$ cat src/rtl/btn_pkg.sv
// rtl/btn_pkg.sv - shared types and counter-width helper for the button event front end
package btn_pkg;

    // Per-channel press tracking: released, pressed, pressed past the long-press limit
    typedef enum logic [1:0] {
        IDLE = 2'd0,
        HELD = 2'd1,
        LONG = 2'd2
    } btn_state_t;

    // Number of raw input samples the synchroniser delays before debouncing
    localparam int SYNC_STAGES = 2;

    // Width of a counter that must be able to hold the value 'limit'
    function automatic int cnt_width(input int limit);
        return $clog2(limit + 1);
    endfunction

endpackage

$ cat src/rtl/btn_channel.sv
// rtl/btn_channel.sv - one button: polarity fix, 2-flop sync, debounce, press/release/long FSM (auto-repeat under BTN_AUTOREPEAT_EN)
module btn_channel
    import btn_pkg::*;
#(
    parameter int DB_CYCLES     = 1000000,
    parameter int LONG_CYCLES   = 100000000,
`ifdef BTN_AUTOREPEAT_EN
    parameter int REPEAT_CYCLES = 20000000,
`endif
    parameter bit PB_ACTIVE_LOW = 1'b0
) (
    input  logic clk,
    input  logic rst,
    input  logic pb,
    output logic held,
    output logic press_pulse,
    output logic release_pulse,
    output logic long_pulse
);

    localparam int DB_W   = cnt_width(DB_CYCLES);
    localparam int HOLD_W = cnt_width(LONG_CYCLES);

    localparam logic [DB_W-1:0]   DB_LAST   = DB_W'(DB_CYCLES - 1);
    localparam logic [HOLD_W-1:0] HOLD_LAST = HOLD_W'(LONG_CYCLES - 1);
    // hold_cnt value one cycle before it reaches the limit; a one-cycle limit
    // fires on the first cycle after the press because hold_cnt enters at 0
    localparam logic [HOLD_W-1:0] HOLD_ARM  =
        (LONG_CYCLES >= 2) ? HOLD_W'(LONG_CYCLES - 2) : '0;

`ifdef BTN_AUTOREPEAT_EN
    localparam int REP_W = cnt_width(REPEAT_CYCLES);
    localparam logic [REP_W-1:0] REP_LAST = REP_W'(REPEAT_CYCLES - 1);
    logic [REP_W-1:0] r_rep_cnt;
`endif

    logic              w_pb_act;
    logic              w_accept;
    logic              r_s1;
    logic              r_s2;
    logic [DB_W-1:0]   r_db_cnt;
    logic              r_held;
    logic [HOLD_W-1:0] r_hold_cnt;
    btn_state_t        r_state;
    logic              r_press;
    logic              r_release;
    logic              r_long;

    assign w_pb_act = PB_ACTIVE_LOW ? ~pb : pb;
    // A level change is accepted on the cycle the mismatch run reaches DB_CYCLES
    assign w_accept = (r_s2 != r_held) && (r_db_cnt == DB_LAST);

    assign held          = r_held;
    assign press_pulse   = r_press;
    assign release_pulse = r_release;
    assign long_pulse    = r_long;

    // Two-flop synchroniser, loaded with the released level on reset
    always_ff @(posedge clk) begin
        if (rst) begin
            r_s1 <= 1'b0;
            r_s2 <= 1'b0;
        end else begin
            r_s1 <= w_pb_act;
            r_s2 <= r_s1;
        end
    end

    // Debounce: count consecutive mismatches, flip held when the run is long enough
    always_ff @(posedge clk) begin
        if (rst) begin
            r_db_cnt <= '0;
            r_held   <= 1'b0;
        end else if (r_s2 == r_held) begin
            r_db_cnt <= '0;
        end else if (w_accept) begin
            r_db_cnt <= '0;
            r_held   <= ~r_held;
        end else begin
            r_db_cnt <= r_db_cnt + 1'b1;
        end
    end

    // Channel FSM; pulses are registered so they line up with the held change
    always_ff @(posedge clk) begin
        if (rst) begin
            r_state    <= IDLE;
            r_hold_cnt <= '0;
            r_press    <= 1'b0;
            r_release  <= 1'b0;
            r_long     <= 1'b0;
`ifdef BTN_AUTOREPEAT_EN
            r_rep_cnt  <= '0;
`endif
        end else begin
            r_press   <= 1'b0;
            r_release <= 1'b0;
            r_long    <= 1'b0;
            case (r_state)
                IDLE: begin
                    r_hold_cnt <= '0;
`ifdef BTN_AUTOREPEAT_EN
                    r_rep_cnt  <= '0;
`endif
                    if (w_accept) begin
                        r_state <= HELD;
                        r_press <= 1'b1;
                    end
                end
                HELD: begin
`ifdef BTN_AUTOREPEAT_EN
                    r_rep_cnt <= '0;
`endif
                    // A release landing on the limit cycle wins over long_pulse
                    if (w_accept) begin
                        r_state    <= IDLE;
                        r_release  <= 1'b1;
                        r_hold_cnt <= '0;
                    end else if (r_hold_cnt == HOLD_ARM) begin
                        r_state    <= LONG;
                        r_long     <= 1'b1;
                        r_hold_cnt <= HOLD_LAST;
                    end else begin
                        r_hold_cnt <= r_hold_cnt + 1'b1;
                    end
                end
                LONG: begin
                    if (w_accept) begin
                        r_state    <= IDLE;
                        r_release  <= 1'b1;
                        r_hold_cnt <= '0;
`ifdef BTN_AUTOREPEAT_EN
                        r_rep_cnt  <= '0;
                    end else if (r_rep_cnt == REP_LAST) begin
                        r_rep_cnt  <= '0;
                        r_press    <= 1'b1;
                    end else begin
                        r_rep_cnt  <= r_rep_cnt + 1'b1;
`endif
                    end
                end
                default: begin
                    r_state <= IDLE;
                end
            endcase
        end
    end

endmodule

$ cat src/rtl/button_event_ctl.sv
// rtl/button_event_ctl.sv - NUM_BTN independent debounced button channels with event pulses (optional BTN_AUTOREPEAT_EN)
module button_event_ctl
    import btn_pkg::*;
#(
    parameter int NUM_BTN       = 5,
    parameter int DB_CYCLES     = 1000000,
    parameter int LONG_CYCLES   = 100000000,
    parameter int REPEAT_CYCLES = 20000000,
    parameter bit PB_ACTIVE_LOW = 1'b0
) (
    input  logic               clk,
    input  logic               rst,
    input  logic [NUM_BTN-1:0] pb,
    output logic [NUM_BTN-1:0] held,
    output logic [NUM_BTN-1:0] press_pulse,
    output logic [NUM_BTN-1:0] release_pulse,
    output logic [NUM_BTN-1:0] long_pulse,
    output logic               any_press
);

    // Counters compare against limit-1, so zero limits are meaningless
    if (DB_CYCLES < 1 || LONG_CYCLES < 1 || REPEAT_CYCLES < 1) begin : g_bad_param
        $error("button_event_ctl: cycle limits must be >= 1");
    end

    for (genvar g = 0; g < NUM_BTN; g++) begin : g_ch
        btn_channel #(
            .DB_CYCLES     (DB_CYCLES),
            .LONG_CYCLES   (LONG_CYCLES),
`ifdef BTN_AUTOREPEAT_EN
            .REPEAT_CYCLES (REPEAT_CYCLES),
`endif
            .PB_ACTIVE_LOW (PB_ACTIVE_LOW)
        ) u_ch (
            .clk           (clk),
            .rst           (rst),
            .pb            (pb[g]),
            .held          (held[g]),
            .press_pulse   (press_pulse[g]),
            .release_pulse (release_pulse[g]),
            .long_pulse    (long_pulse[g])
        );
    end

    assign any_press = |press_pulse;

endmodule

$ cat config.mk
export PLATFORM = sky130hd
export DESIGN_NAME = button_event_ctl
export DESIGN_NICKNAME = d
export VERILOG_FILES = /design/src/rtl/btn_pkg.sv /design/src/rtl/btn_channel.sv /design/src/rtl/button_event_ctl.sv
export SDC_FILE = /design/constraint.sdc
export NUM_CORES = 1
export LEC_CHECK = 0
export BUFFER_PORTS_ARGS = -buffer_cell sky130_fd_sc_hd__buf_4
export CORE_MARGIN = 2
export CORE_UTILIZATION = 57
export DETAILED_ROUTE_END_ITERATION = 10
export GPL_ROUTABILITY_DRIVEN = 0
export PLACE_DENSITY = 0.76
export RECOVER_POWER = 100
export SETUP_SLACK_MARGIN = 0.4
export SLEW_MARGIN = 20
export SYNTH_ARGS = -nofsm -noshare
export SYNTH_HDL_FRONTEND = slang
export SYNTH_SLANG_ARGS = --single-unit
$ cat constraint.sdc
create_clock -name clk -period 2.6 [get_ports clk]
set_input_delay 0.26 -clock clk [delete_from_list [all_inputs] [get_ports clk]]
set_output_delay 0.26 -clock clk [all_outputs]
set_load 0.005 [all_outputs]
==> results.py <==
metrics = {
    "global_route": {
        "grt_max_degree": 27,
        "overflow": 0,
        "grt_pass1_vias": 11550,
        "grt.total_usage": 0.2399,
        "grt_antenna_before_repair": 0,
        "grt_pass1_wl_um": 53500,
    },
    "cts": {
        "clock_path_buffers": 3,
        "cts.sinks": 275,
        "cts_tree": "built",
        "clk_latency_ns": 0.54,
        "htreeDepth": 1,
        "cts_buffers": 28,
        "clk_pin_slew_ns": 0.07,
        "cts_root_buffer": "clkbuf_16",
    },
    "finish": {
        "multi_input_area_um2": 8054,
        "nFillCells": 1894,
        "antenna-diode-count": 0,
        "final_core_util": 0.6809,
        "layout.nets": 1817,
        "stdcell_count": 2114,
        "area_delta_synth_final_pct": 16.50,
        "drive_above_1_share": 0.1370,
        "stdcell_area_um2": 16080,
        "register_area_um2": 5563,
    },
    "setup_path": {
        "critPathCaptureType": "flop",
        "crit_fanout": 4,
        "crit_required_ns": 3.03,
        "start_kind": "flop",
        "cp_data_arrival_time_ns": 2.85,
        "criticalPathCategory": "reg -> reg",
    },
    "synthesis": {
        "avgSynthCellArea_um2": 8.056,
        "ys_top_cells_by_count": "dfxtp_1 (275), nor2_1 (246), o21ai_0 (125)",
        "synthesis.nets": 1755,
        "ys_warn_count": 0,
        "synth_top_area_frac": 0.3989,
        "yosysSeqAreaShare": 0.3989,
        "ys_ff_latch": 275,
        "ys.flop_type": "dfxtp_1",
        "synth_largest_area_cell": "dfxtp_1",
        "synth_edf_count": 0,
        "synth_area_um2": 13800,
        "synth-async-reset-ratio": 0,
        "synth_cells": 1713,
        "synth.distinct_cells": 69,
        "synthTopCellsByArea": "dfxtp_1 (40%), nor2_1 (6.7%), o21ai_0 (4.5%)",
        "synth.most_common_cell": "dfxtp_1",
    },
    "timing": {
        "hold_ws_ns": 0.05157,
        "finalSetupViolations": 0,
        "period_share": 0.9305,
        "final-hold-violation-count": 0,
        "max_freq_ghz": 0.4133,
        "rsz0062_at_grt": "yes",
        "fin_crit_ns": 2.419,
        "fin_ws_ns": 0.1807,
        "worst_clock_skew_ns": 0.01002,
        "finalSetupTns_ns": 0,
        "slew_headroom": 0.1754,
        "final-max-slew-violation-count": 0,
        "worst_pin_slew_ns": 1.237,
    },
    "routing": {
        "firstDrtPassIters": 5,
        "dr.first_iter.drc_count": 1131,
        "drc_errors": 0,
        "postRouteAntennaNets": 0,
        "wl_per_cell_um": 15.47,
        "wl_um": 32700,
        "vias": 12510,
        "vias_per_cell": 5.919,
    },
    "power": {
        "p_per_area_nw_per_um2": 530.6,
        "leakagePower_nw": 5.573,
        "ir_drop_mv": 0.5014,
        "total_power_mw": 8.530,
    },
    "min_path": {
        "hold_class": "in -> reg",
    },
    "placement": {
        "portBuffers": 27,
        "place_area_um2": 14450,
        "dp_cells": 2025,
        "dp_hpwl_um": 21090,
        "place_ws_ns": 0.1655,
    },
    "die": {
        "die_w_um": 159.6,
        "fp.coreArea_um2": 23610,
        "initial_core_util": 0.5844,
        "rows": 56,
        "die_y_um": 159.6,
        "pin_count": 28,
        "dieArea_um2": 25470,
    },
    "flow_run": {
        "drv_cap": 0,
    },
    "status": {
        "status": "finished clean",
    },
}
-- cell type report --
type	count	share of cell area
Timing Repair Buffer	111	0.05308
Tap cell	319	0.02483
Inverter	63	0.01471
Clock inverter	14	0.01113
Clock buffer	36	0.04926
Sequential cell	275	0.3460
Multi-Input combinational cell	1296	0.5010
-- metal layers --
metal / vias to the layer above / global-route usage / part of all wire / routed length [µm]
met1: 5928 / 0.3303 / 0.46 / 14960
li1: 6196 / - / - / -
met5: - / 0 / 0 / 0
met4: 0 / 0.06901 / 0.022 / 716
met2: 322 / 0.3969 / 0.47 / 15410
met3: 67 / 0.02891 / 0.050 / 1620
-- report_power, final --
group          leakage [nW]  internal, mW  switching (mW)  total (mW)
clock                 0.478          2.54            1.69        4.23
combinational          2.86        0.0278          0.0543      0.0821
sequential             2.23          4.21         0.00505        4.22
total                  5.57          6.78            1.75        8.53
-- critical path, cell delays in order (launching register included) --
cell and delay (ns):
dfxtp_1 0.33, or4b_1 0.56, or4_4 0.56, o211ai_4 0.20, clkbuf_1 0.22, buf_16 0.15
nor2_4 0.03, o21ai_0 0.16, o31ai_1 0.10
-- cell families after synthesis --
kind of cell / after synthesis / share of synthesized area
AOI/OAI and AO/OA: 311 / 0.1366
and+or+nand+nor: 819 / 0.3043
DFF: 275 / 0.3989
buffers and inverters: 142 / 0.04488
xor gates and xnor gates: 127 / 0.08061
muxes: 4 / 0.002902
adders and majority gates: 35 / 0.03173
-- worst paths after layout --
check             cells past startpoint  slack (ns)                      from                     endpoint
hold reg to reg                       1        0.43  g_ch[2].u_ch.r_db_cnt[0]     g_ch[2].u_ch.r_db_cnt[0]
setup / recovery                      8        0.18  g_ch[0].u_ch.r_db_cnt[7]  g_ch[0].u_ch.r_hold_cnt[20]
setup reg to reg                      8        0.18  g_ch[0].u_ch.r_db_cnt[7]  g_ch[0].u_ch.r_hold_cnt[20]
hold / removal                        2        0.05                       rst   g_ch[4].u_ch.r_hold_cnt[0]
-- placed cells by master, fill, tap and decap left out, types with 35 or more instances in the layout --
master and n:
buf_4 58, o21ai_0 110, and3_1 58, ha_1 35
nand2_1 121, xor2_1 66, nand3_1 112, inv_1 62
nor3_1 48, nor2_1 237, a21oi_1 63, nand4_1 54
dfxtp_1 247, xnor2_1 59
-- registers in the layout (all words and copies together) (netlist names) --
name	flops
g_ch.u_ch.held	5
g_ch.u_ch.long_pulse	5
g_ch.u_ch.press_pulse	5
g_ch.u_ch.r_db_cnt	100
g_ch.u_ch.r_hold_cnt	135
g_ch.u_ch.r_s1	5
g_ch.u_ch.r_s2	5
g_ch.u_ch.r_state	10
g_ch.u_ch.release_pulse	5
-- repair_timing --
action | in CTS | in global routing
endpoints found under the hold margin | 5 | 0
pin swaps | 13 | 34
gates resized for setup | 57 | 105
cloned | 1 | 0
hold buffers | 5 | 0
setup buffers | 21 | 12
setup endpoints to repair | 95 | 185
Power figures use the tool's default switching activity.
